--- src/rtl/trap_sequencer_pkg.sv ---
// Shared types, CSR addresses and mstatus field helpers for the trap sequencer.
//   XLEN / CSR_AW      : data and CSR address widths
//   CSR_*              : machine-mode CSR addresses touched by the sequencer
//   MSTATUS_*          : mstatus bit positions (MIE, MPIE, MPP)
//   trap_info_t        : exception payload latched on accept
//   align4 / mstatus_* : masking helpers used by the FSM datapath
package trap_sequencer_pkg;

  localparam int unsigned XLEN   = 32;
  localparam int unsigned CSR_AW = 12;

  typedef logic [XLEN-1:0]   xlen_t;
  typedef logic [CSR_AW-1:0] csr_addr_t;

  localparam csr_addr_t CSR_MSTATUS = CSR_AW'(12'h300);
  localparam csr_addr_t CSR_MTVEC   = CSR_AW'(12'h305);
  localparam csr_addr_t CSR_MEPC    = CSR_AW'(12'h341);
  localparam csr_addr_t CSR_MCAUSE  = CSR_AW'(12'h342);
  localparam csr_addr_t CSR_MTVAL   = CSR_AW'(12'h343);

  localparam int unsigned MSTATUS_MIE    = 3;
  localparam int unsigned MSTATUS_MPIE   = 7;
  localparam int unsigned MSTATUS_MPP_LO = 11;
  localparam int unsigned MSTATUS_MPP_HI = 12;

  // Exception payload captured in the accept cycle.
  typedef struct packed {
    xlen_t cause;
    xlen_t pc;
    xlen_t tval;
  } trap_info_t;

  // Clear the two low bits of a PC / vector base.
  function automatic xlen_t align4(input xlen_t v);
    return v & ~XLEN'(3);
  endfunction

  // mstatus after trap entry: MPIE<=MIE, MIE<=0, MPP<=M; other bits kept.
  function automatic xlen_t mstatus_trap_entry(input xlen_t ms);
    xlen_t r;
    r = ms;
    r[MSTATUS_MPIE] = ms[MSTATUS_MIE];
    r[MSTATUS_MIE]  = 1'b0;
    r[MSTATUS_MPP_HI:MSTATUS_MPP_LO] = 2'b11;
    return r;
  endfunction

  // mstatus after mret: MIE<=MPIE, MPIE<=1, MPP<=M (M-mode only); other bits kept.
  function automatic xlen_t mstatus_mret(input xlen_t ms);
    xlen_t r;
    r = ms;
    r[MSTATUS_MIE]  = ms[MSTATUS_MPIE];
    r[MSTATUS_MPIE] = 1'b1;
    r[MSTATUS_MPP_HI:MSTATUS_MPP_LO] = 2'b11;
    return r;
  endfunction

endpackage

--- src/rtl/trap_sequencer_if.sv ---
// Bundle of pipeline-side and regfile-side signals around the trap sequencer.
//   pipeline -> seq : trap_req/cause/pc/tval, mret_req, pipe_r_addr, pipe_w_*
//   seq -> pipeline : pipe_r_val, busy, redirect_valid, redirect_pc
//   seq <-> regfile : csr_r_addr/csr_r_val (read port), csr_w_*/w_enable (write port)
// modport slave is the sequencer; modport master is its environment.
interface trap_sequencer_if;
  import trap_sequencer_pkg::*;

  logic      trap_req;
  xlen_t     trap_cause;
  xlen_t     trap_pc;
  xlen_t     trap_tval;
  logic      mret_req;

  csr_addr_t pipe_r_addr;
  xlen_t     pipe_r_val;
  csr_addr_t pipe_w_addr;
  xlen_t     pipe_w_val;
  logic      pipe_w_enable;

  csr_addr_t csr_r_addr;
  xlen_t     csr_r_val;
  csr_addr_t csr_w_addr;
  xlen_t     csr_w_val;
  logic      w_enable;

  logic      busy;
  logic      redirect_valid;
  xlen_t     redirect_pc;

  modport slave (
    input  trap_req, trap_cause, trap_pc, trap_tval, mret_req,
    input  pipe_r_addr, pipe_w_addr, pipe_w_val, pipe_w_enable,
    input  csr_r_val,
    output pipe_r_val,
    output csr_r_addr, csr_w_addr, csr_w_val, w_enable,
    output busy, redirect_valid, redirect_pc
  );

  modport master (
    output trap_req, trap_cause, trap_pc, trap_tval, mret_req,
    output pipe_r_addr, pipe_w_addr, pipe_w_val, pipe_w_enable,
    output csr_r_val,
    input  pipe_r_val,
    input  csr_r_addr, csr_w_addr, csr_w_val, w_enable,
    input  busy, redirect_valid, redirect_pc
  );

endinterface

--- src/rtl/trap_sequencer.sv ---
// Machine-mode trap/mret sequencer owning the CSR regfile's read and write ports.
// Idle: pipeline CSR accesses pass straight through. On an exception it writes
// mepc, mcause, mtval, mstatus in turn and redirects fetch to mtvec; on mret it
// rewrites mstatus and redirects fetch to mepc.
//   clock : system clock
//   reset : asynchronous active-low reset
//   bus   : trap_sequencer_if.slave (pipeline, regfile and redirect signals)
module trap_sequencer
  import trap_sequencer_pkg::*;
(
  input  logic             clock,
  input  logic             reset,
  trap_sequencer_if.slave  bus
);

  typedef enum logic [3:0] {
    IDLE     = 4'd0,
    T_EPC    = 4'd1,
    T_CAUSE  = 4'd2,
    T_TVAL   = 4'd3,
    T_STATUS = 4'd4,
    T_JUMP   = 4'd5,
    M_RD     = 4'd6,
    M_WR     = 4'd7,
    M_JUMP   = 4'd8
  } state_e;

  state_e     state_q, state_d;
  trap_info_t info_q;
  xlen_t      ms_q;
  xlen_t      redirect_pc_q;
  logic       busy_q;
  logic       redirect_valid_q;

  csr_addr_t  csr_r_addr_c;
  csr_addr_t  csr_w_addr_c;
  xlen_t      csr_w_val_c;
  logic       w_enable_c;
  logic       ms_load_c;
  logic       target_load_c;

  // State register.
  always_ff @(posedge clock or negedge reset) begin
    if (!reset) begin
      state_q <= IDLE;
    end else begin
      state_q <= state_d;
    end
  end

  // Next state, regfile port muxing and latch-enable decode.
  always_comb begin
    state_d       = state_q;
    csr_r_addr_c  = '0;
    csr_w_addr_c  = '0;
    csr_w_val_c   = '0;
    w_enable_c    = 1'b0;
    ms_load_c     = 1'b0;
    target_load_c = 1'b0;

    case (state_q)
      IDLE: begin
        csr_r_addr_c = bus.pipe_r_addr;
        csr_w_addr_c = bus.pipe_w_addr;
        csr_w_val_c  = bus.pipe_w_val;
        w_enable_c   = bus.pipe_w_enable;
        // The excepting/mret instruction's own CSR write is dropped.
        if (bus.trap_req) begin
          w_enable_c = 1'b0;
          state_d    = T_EPC;
        end else if (bus.mret_req) begin
          w_enable_c = 1'b0;
          state_d    = M_RD;
        end
      end

      // mstatus is read here and written in T_STATUS so no cycle both reads
      // and writes the same CSR through the forwarding regfile.
      T_EPC: begin
        csr_w_addr_c = CSR_MEPC;
        csr_w_val_c  = align4(info_q.pc);
        w_enable_c   = 1'b1;
        csr_r_addr_c = CSR_MSTATUS;
        ms_load_c    = 1'b1;
        state_d      = T_CAUSE;
      end

      T_CAUSE: begin
        csr_w_addr_c = CSR_MCAUSE;
        csr_w_val_c  = info_q.cause;
        w_enable_c   = 1'b1;
        state_d      = T_TVAL;
      end

      T_TVAL: begin
        csr_w_addr_c = CSR_MTVAL;
        csr_w_val_c  = info_q.tval;
        w_enable_c   = 1'b1;
        state_d      = T_STATUS;
      end

      T_STATUS: begin
        csr_w_addr_c  = CSR_MSTATUS;
        csr_w_val_c   = mstatus_trap_entry(ms_q);
        w_enable_c    = 1'b1;
        csr_r_addr_c  = CSR_MTVEC;
        target_load_c = 1'b1;
        state_d       = T_JUMP;
      end

      T_JUMP: begin
        state_d = IDLE;
      end

      M_RD: begin
        csr_r_addr_c = CSR_MSTATUS;
        ms_load_c    = 1'b1;
        state_d      = M_WR;
      end

      M_WR: begin
        csr_w_addr_c  = CSR_MSTATUS;
        csr_w_val_c   = mstatus_mret(ms_q);
        w_enable_c    = 1'b1;
        csr_r_addr_c  = CSR_MEPC;
        target_load_c = 1'b1;
        state_d       = M_JUMP;
      end

      M_JUMP: begin
        state_d = IDLE;
      end

      default: begin
        state_d = IDLE;
      end
    endcase
  end

  // Payload latches and registered status/redirect outputs.
  always_ff @(posedge clock or negedge reset) begin
    if (!reset) begin
      info_q           <= '0;
      ms_q             <= '0;
      redirect_pc_q    <= '0;
      busy_q           <= 1'b0;
      redirect_valid_q <= 1'b0;
    end else begin
      busy_q           <= (state_d != IDLE);
      redirect_valid_q <= (state_d == T_JUMP) || (state_d == M_JUMP);
      if ((state_q == IDLE) && bus.trap_req) begin
        info_q <= '{cause: bus.trap_cause, pc: bus.trap_pc, tval: bus.trap_tval};
      end
      if (ms_load_c) begin
        ms_q <= bus.csr_r_val;
      end
      // mtvec base (both modes) or mepc, already aligned for the redirect.
      if (target_load_c) begin
        redirect_pc_q <= align4(bus.csr_r_val);
      end
    end
  end

  assign bus.csr_r_addr     = csr_r_addr_c;
  assign bus.csr_w_addr     = csr_w_addr_c;
  assign bus.csr_w_val      = csr_w_val_c;
  assign bus.w_enable       = w_enable_c;
  assign bus.pipe_r_val     = bus.csr_r_val;
  assign bus.busy           = busy_q;
  assign bus.redirect_valid = redirect_valid_q;
  assign bus.redirect_pc    = redirect_pc_q;

  // The sequencer itself must never read and write one CSR in the same cycle.
  a_no_same_addr_rw: assert property (@(posedge clock) disable iff (!reset)
    !((state_q != IDLE) && w_enable_c && (csr_w_addr_c == csr_r_addr_c)));

endmodule

--- src/flat_wrapper.sv ---
// flat-port wrapper written by rule: the top's interface ports become plain ports
module trap_sequencer_flat import trap_sequencer_pkg::*;
  (clock, reset, bus_trap_req, bus_trap_cause, bus_trap_pc, bus_trap_tval, bus_mret_req, bus_pipe_r_addr, bus_pipe_w_addr, bus_pipe_w_val, bus_pipe_w_enable, bus_csr_r_val, bus_pipe_r_val, bus_csr_r_addr, bus_csr_w_addr, bus_csr_w_val, bus_w_enable, bus_busy, bus_redirect_valid, bus_redirect_pc);
  trap_sequencer_if bus_i ();
  input  logic clock;
  input  logic reset;
  input wire logic [$bits(bus_i.trap_req)-1:0] bus_trap_req;
  input wire logic [$bits(bus_i.trap_cause)-1:0] bus_trap_cause;
  input wire logic [$bits(bus_i.trap_pc)-1:0] bus_trap_pc;
  input wire logic [$bits(bus_i.trap_tval)-1:0] bus_trap_tval;
  input wire logic [$bits(bus_i.mret_req)-1:0] bus_mret_req;
  input wire logic [$bits(bus_i.pipe_r_addr)-1:0] bus_pipe_r_addr;
  input wire logic [$bits(bus_i.pipe_w_addr)-1:0] bus_pipe_w_addr;
  input wire logic [$bits(bus_i.pipe_w_val)-1:0] bus_pipe_w_val;
  input wire logic [$bits(bus_i.pipe_w_enable)-1:0] bus_pipe_w_enable;
  input wire logic [$bits(bus_i.csr_r_val)-1:0] bus_csr_r_val;
  output wire logic [$bits(bus_i.pipe_r_val)-1:0] bus_pipe_r_val;
  output wire logic [$bits(bus_i.csr_r_addr)-1:0] bus_csr_r_addr;
  output wire logic [$bits(bus_i.csr_w_addr)-1:0] bus_csr_w_addr;
  output wire logic [$bits(bus_i.csr_w_val)-1:0] bus_csr_w_val;
  output wire logic [$bits(bus_i.w_enable)-1:0] bus_w_enable;
  output wire logic [$bits(bus_i.busy)-1:0] bus_busy;
  output wire logic [$bits(bus_i.redirect_valid)-1:0] bus_redirect_valid;
  output wire logic [$bits(bus_i.redirect_pc)-1:0] bus_redirect_pc;
  assign bus_i.trap_req = bus_trap_req;
  assign bus_i.trap_cause = bus_trap_cause;
  assign bus_i.trap_pc = bus_trap_pc;
  assign bus_i.trap_tval = bus_trap_tval;
  assign bus_i.mret_req = bus_mret_req;
  assign bus_i.pipe_r_addr = bus_pipe_r_addr;
  assign bus_i.pipe_w_addr = bus_pipe_w_addr;
  assign bus_i.pipe_w_val = bus_pipe_w_val;
  assign bus_i.pipe_w_enable = bus_pipe_w_enable;
  assign bus_i.csr_r_val = bus_csr_r_val;
  assign bus_pipe_r_val = bus_i.pipe_r_val;
  assign bus_csr_r_addr = bus_i.csr_r_addr;
  assign bus_csr_w_addr = bus_i.csr_w_addr;
  assign bus_csr_w_val = bus_i.csr_w_val;
  assign bus_w_enable = bus_i.w_enable;
  assign bus_busy = bus_i.busy;
  assign bus_redirect_valid = bus_i.redirect_valid;
  assign bus_redirect_pc = bus_i.redirect_pc;
  trap_sequencer u_core (.clock(clock), .reset(reset), .bus(bus_i));
endmodule
--- config.mk ---
export PLATFORM = sky130hd
export DESIGN_NAME = trap_sequencer_flat
export DESIGN_NICKNAME = d
export VERILOG_FILES = /design/src/rtl/trap_sequencer_pkg.sv /design/src/rtl/trap_sequencer_if.sv /design/src/rtl/trap_sequencer.sv /design/src/flat_wrapper.sv
export SDC_FILE = /design/constraint.sdc
export NUM_CORES = 1
export LEC_CHECK = 0
export CAP_MARGIN = 20
export CORE_MARGIN = 8
export CORE_UTILIZATION = 44
export DETAILED_ROUTE_END_ITERATION = 6
export PLACE_DENSITY = 0.86
export SLEW_MARGIN = 15
export SYNTH_ARGS = -nofsm -noshare
export SYNTH_HDL_FRONTEND = slang
export SYNTH_SLANG_ARGS = --single-unit
--- constraint.sdc ---
create_clock -name clock -period 2.4 [get_ports clock]
set_input_delay 0.48 -clock clock [delete_from_list [all_inputs] [get_ports clock]]
set_output_delay 0.48 -clock clock [all_outputs]
set_load 0.05 [all_outputs]
==> metrics.txt, run 1 <==
#FFs+latches synth 160; final setup fails 50; Die Span Y 148 µm; Yosys top cell area share between 50% and 60%; CP Class register to primary output; synthesized area between 7000 and 8000 µm²; ys flop type dfrtp_1; Routed WL between 20000 and 30000 µm; nets slightly above 1000; Hold Slack between 0.005 and 0.006 ns; Critical Path AT ~2.1 ns; # fillers 1059; max-cap violation count 0; WL/cell between 20 and 25 µm; Max-slew headroom around 64%; CP Launch Type register; Hold Path Class input port to asynchronous set/reset pin; Seq/Total Area, Yosys between 50% and 60%; Final min period roughly 2.5 ns; maximum vdd drop about 0.0012 V; syn avg cell area approximately 14 µm²; worst-path maximum fanout 7; clock skew between 0.007 and 0.008 ns; grt ovf 0; Post-synth top cells dfrtp_1 (160), mux2_2 (140), buf_4 (39); Max Slew Vio Count 0; ANT nets after route 0; CTS tree built; GPL Wtd Cong 0.773; Tcrit/Tclk final 106%; synthesis-to-finish area growth 65.5%; synth warn 0; final worst slack -0.145 ns; die area between 20000 and 25000 µm²; GRT Util Overall a little under a quarter; leakage around 5.5 nW; status finished with violations; Initial Util approximately 45%; unrepaired setup endpoints after global routing yes; clk root buf clkbuf_16; Post-Syn Instances 542; initial antenna violation count 2; Fin. Hold Viols 0; Design Power between 20 and 25 mW; global-route wire length before repair approximately 38000 µm; Synth area leader dfrtp_1; largest net degree at the start of global routing 58; Power Density between 1500 and 2000 nW/µm²; number of distinct library cells after synthesis 45; 1st-pass router iterations 6; Iteration-0 DRC Markers 200; # clock sinks 160; slew of the pin with the lowest slew margin between 0.5 and 0.6 ns; DP HPWL roughly 19000 µm; CTS max path bufs 2; via count between 5000 and 6000; vias in the first global route 6524; count leader, synth dfrtp_1; row count 48; CTS Buf Count 17; Core ar. 17200 µm²; clock latency on the worst-skew pair 0.42 ns; Top Ports around 310; IO Port Bufs approximately 300; Via-to-Cell Ratio about 5.4; H-tree levels 4; Die X-Extent around 150 µm; Critical Path Sink Type primary output; ys async rst share 100%; Req. time, crit path 1.92 ns; failing checks negative setup slack; layout cells sized above 1 between 40 and 50%; Post-synth EDFFs 0; Max Clock Freq 393 MHz; synth top area cells dfrtp_1 (52%), mux2_2 (20%), mux4_2 (5.8%); DRC 0; Reg clk slew, reported paths 0.06 ns
[per-layer routing]
layer / global-route usage, % / vias to the layer above / share of wire [%]
met5: 0 / - / 0.042
met4: 7.80 / 2 / 2.5
met3: 8.39 / 39 / 8.3
met2: 40.5 / 252 / 53
met1: 24.3 / 2959 / 36
li1: - / 2565 / -
[kinds of logic (layout without fill, tap and decap cells)]
family / count (synthesis) / after routing / share of synthesized area [%]
and+or+nand+nor: 52 / 52 / 4.05
muxes: 193 / 193 / 30.8
DFF: 160 / 160 / 51.9
buffers and inverters: 74 / 390 / 6.81
AOI/OAI and AO/OA: 62 / 62 / 6.48
other: 1 / 3 / 0.0486
[power by group]
group,internal (mW),leakage [nW],switching [mW]
clock,1.52,0.268,1.10
sequential,4.10,1.90,0.790
combinational,7.45,3.29,7.61
total,13.1,5.45,9.50
[placed cells by master, fill, tap and decap left out, types with 3 or more instances in the layout]
cell / n
a22o_4: 7
mux2i_1: 17
clkbuf_8: 3
a21oi_2: 5
nand2_2: 3
clkinv_4: 3
mux4_2: 20
clkdlybuf4s50_1: 217
buf_6: 14
nor2_2: 3
clkbuf_16: 20
a22o_1: 15
mux2_2: 140
clkinvlp_4: 5
nor2_1: 4
buf_12: 78
and2_4: 14
o22ai_2: 6
buf_4: 40
mux2_1: 14
or3_4: 3
dfrtp_1: 158
a21o_1: 9
nor3_1: 3
[worst paths after layout]
kind | from | to | slack, ns | cells after the start
setup / recovery | u_core.state_q[0] | bus_csr_w_val[31] | -0.14 | 5
hold / removal | reset | u_core.info_q[70] | 0.005 | 1
setup reg to reg | u_core.state_q[0] | u_core.info_q[29] | 0.11 | 9
hold reg to reg | u_core.info_q[54] | u_core.info_q[54] | 0.49 | 1
max in group asynchronous | reset | u_core.info_q[56] | 1.70 | 2
min in group clock | u_core.info_q[54] | u_core.info_q[54] | 0.49 | 1
[registers in the layout, summed over array words and instances, names as in the netlist]
register / count
u_core.ms_q: 30
u_core.info_q: 94
u_core.bus.redirect_pc: 30
u_core.state_q: 4
u_core.bus.busy: 1
u_core.bus.redirect_valid: 1
[worst max-delay path, stage by stage, from the launching register on]
cell,delay [ns]
dfrtp_2,0.48
buf_6,0.15
clkbuf_16,0.14
mux4_2,0.50
a22o_1,0.23
buf_12,0.16
[metrics by stage]
step	area, µm²	cells	utilization (%)	setup WS, ns	setup TNS [ns]
after floorplan	7740	543	-	-0.381	-0.381
after global placement	11500	1026	66.5	0.123	0
after detailed placement	11500	1026	66.5	0.129	0
after CTS	12400	1065	71.8	-0.137	-3.88
after global routing	12800	1085	74.2	-0.222	-7.31
final	12800	1085	74.2	-0.145	-3.88
[area by class of cell]
type | count | area [µm²] | share of cell area [%]
sequential | 160 | 4010 | 31.3
multi-input combinational | 309 | 3500 | 27.4
clock buffer | 21 | 470 | 3.68
inverter | 2 | 11.3 | 0.0881
clock inverter | 10 | 104 | 0.813
timing repair buffer | 357 | 4400 | 34.4
antenna | 1 | 2.50 | 0.0196
tap | 225 | 282 | 2.20
[timing repair]
item                       CTS  global route
hold buffers                 0             0
buffers inserted             4            15
gates cloned                 4             5
gates resized for setup     43            52
pin swaps                   11            30
setup endpoints to repair   51            54
Power figures use the tool's default switching activity.
==> inputs of run 2 (changes only) <==
--- a/config.mk
+++ b/config.mk
@@ -10,6 +10,7 @@
 export CORE_UTILIZATION = 44
 export DETAILED_ROUTE_END_ITERATION = 6
 export PLACE_DENSITY = 0.86
+export SKIP_CTS_REPAIR_TIMING = 1
 export SLEW_MARGIN = 15
 export SYNTH_ARGS = -nofsm -noshare
 export SYNTH_HDL_FRONTEND = slang
==> metrics.txt, run 2 (synthesis results as in run 1) <==
largest net degree at the start of global routing 58; unrepaired setup endpoints after global routing yes; post-route cell area ~12000 µm²; failing checks negative setup slack; Largest Register u_core.info_q; clock skew slightly below 0.009 ns; Setup TNS -2.92 ns; Core ar. ~17000 µm²; clock latency on the worst-skew pair approximately 0.42 ns; most frequent cells in the layout clkdlybuf4s50_1 (217), dfrtp_1 (158), mux2_2 (140); GRT Util Overall a little over a fifth; IO Port Bufs 307; initial antenna violation count 2; sequential fraction of design power between 20% and 30%; Power Density between 1500 and 2000 nW/µm²; ANT nets after route 0; NetSw between 9 and 10 mW; Post-Place Cells ~1000; row count 48; vias in the first global route between 6000 and 7000; WL/cell 23.5 µm; 1st-pass router iterations 5; GPL Wtd Cong roughly 0.77; internal power about 12 mW; Tcrit/Tclk final 105%; maximum vdd drop about 0.0010 V; clock network fraction of design power between 10 and 15%; CTS max path bufs 2; Hold Path Class input port to asynchronous set/reset pin; Die Span Y ~150 µm; synthesis-to-finish area growth 60.4%; Initial Util 44.8%; Top Ports roughly 310; Max Slew Vio Count 0; R2R cell count 5; Routed WL 25000 µm; Max Clock Freq roughly 400 MHz; Place WS 0.129 ns; max-cap violation count 0; nets ~1000; Critical Path Sink Type primary output; Req. time, crit path 1.92 ns; # clock sinks 160; commonest non-fill, non-tap cell in the layout clkdlybuf4s50_1; via count 5709; utilization after layout between 70% and 80%; Combinational Power Share 65.5%; Reg clk slew, reported paths around 0.06 ns; Max-slew headroom 63.6%; global-route wire length before repair roughly 37000 µm; Design Power 21.7 mW; Fin. Hold Viols 0; status finished with violations; final setup fails 39; CP Launch Type register; dpl cell area roughly 11000 µm²; CP Class register to primary output; Via-to-Cell Ratio 5.35; layout cells sized above 1 between 40% and 50%; final worst slack -0.117 ns; worst-path maximum fanout 8; Hold Slack about 0.0032 ns; slew of the pin with the lowest slew margin between 0.5 and 0.6 ns; H-tree levels 4; DRC 0; grt ovf 0; die area 22000 µm²; max FFs per register 94; switch share a little over two fifths; DP HPWL roughly 19000 µm; Die X-Extent ~150 µm; clk root buf clkbuf_16; Iteration-0 DRC Markers approximately 210; leakage 5.28 nW; Cell Count, Final, Fillers Out around 1100; CTS tree built; Critical Path AT approximately 2.0 ns; CTS Buf Count 17; Final min period approximately 2.5 ns
run 2: cell types whose count changed in the layout (fill, tap and decap cells not counted), moves of 3 or more:
cell     previous run  this run
o22ai_2             6         3
buf_4              40        35
buf_12             78        73
o22ai_1             1         4
buf_6              14         8
a22o_4              7         3
a22o_1             15        19
run 2: final cells by class:
type | instances | area (µm²)
clock inverter | 10 | 104
tap | 225 | 282
timing repair buffer | 339 | 4130
clock buffer | 21 | 470
fill | 1129 | 4850
sequential | 160 | 4010
inverter | 2 | 7.51
multi-input combinational | 309 | 3390
antenna | 1 | 2.50
run 2: power groups by stage:
stage | clock network [mW] | logic, mW | registers [mW]
after detailed placement | 0 | 13.5 | 4.85
after global placement | 0 | 13.3 | 4.75
after CTS | 2.67 | 13.6 | 4.81
after global routing | 2.80 | 14.8 | 5.00
after floorplan | 0 | 7.22 | 5.58
final | 2.62 | 14.2 | 4.86
run 2: final timing paths:
check | start | to | slack, ns
max | u_core.state_q[0] | bus_csr_w_val[31] | -0.12
min | reset | u_core.info_q[70] | 0.003
max reg2reg | u_core.state_q[0] | u_core.ms_q[17] | 0.27
min reg2reg | u_core.info_q[17] | u_core.info_q[17] | 0.49
max in group asynchronous | reset | u_core.info_q[21] | 1.69
min in group clock | u_core.info_q[17] | u_core.info_q[17] | 0.49
run 2: critical path, cell delays in order, from the launching register on:
cell and delay [ns]:
dfrtp_2 0.47, or2_4 0.28, a21oi_4 0.29, clkbuf_16 0.24, a22o_1 0.19, buf_12 0.15
run 2: routing by layer:
metal  part of all wire [%]  track usage [%]
met4                    2.2             7.09
met5                  0.052                0
met2                     53             38.3
met3                    8.4             7.84
met1                     37             23.8
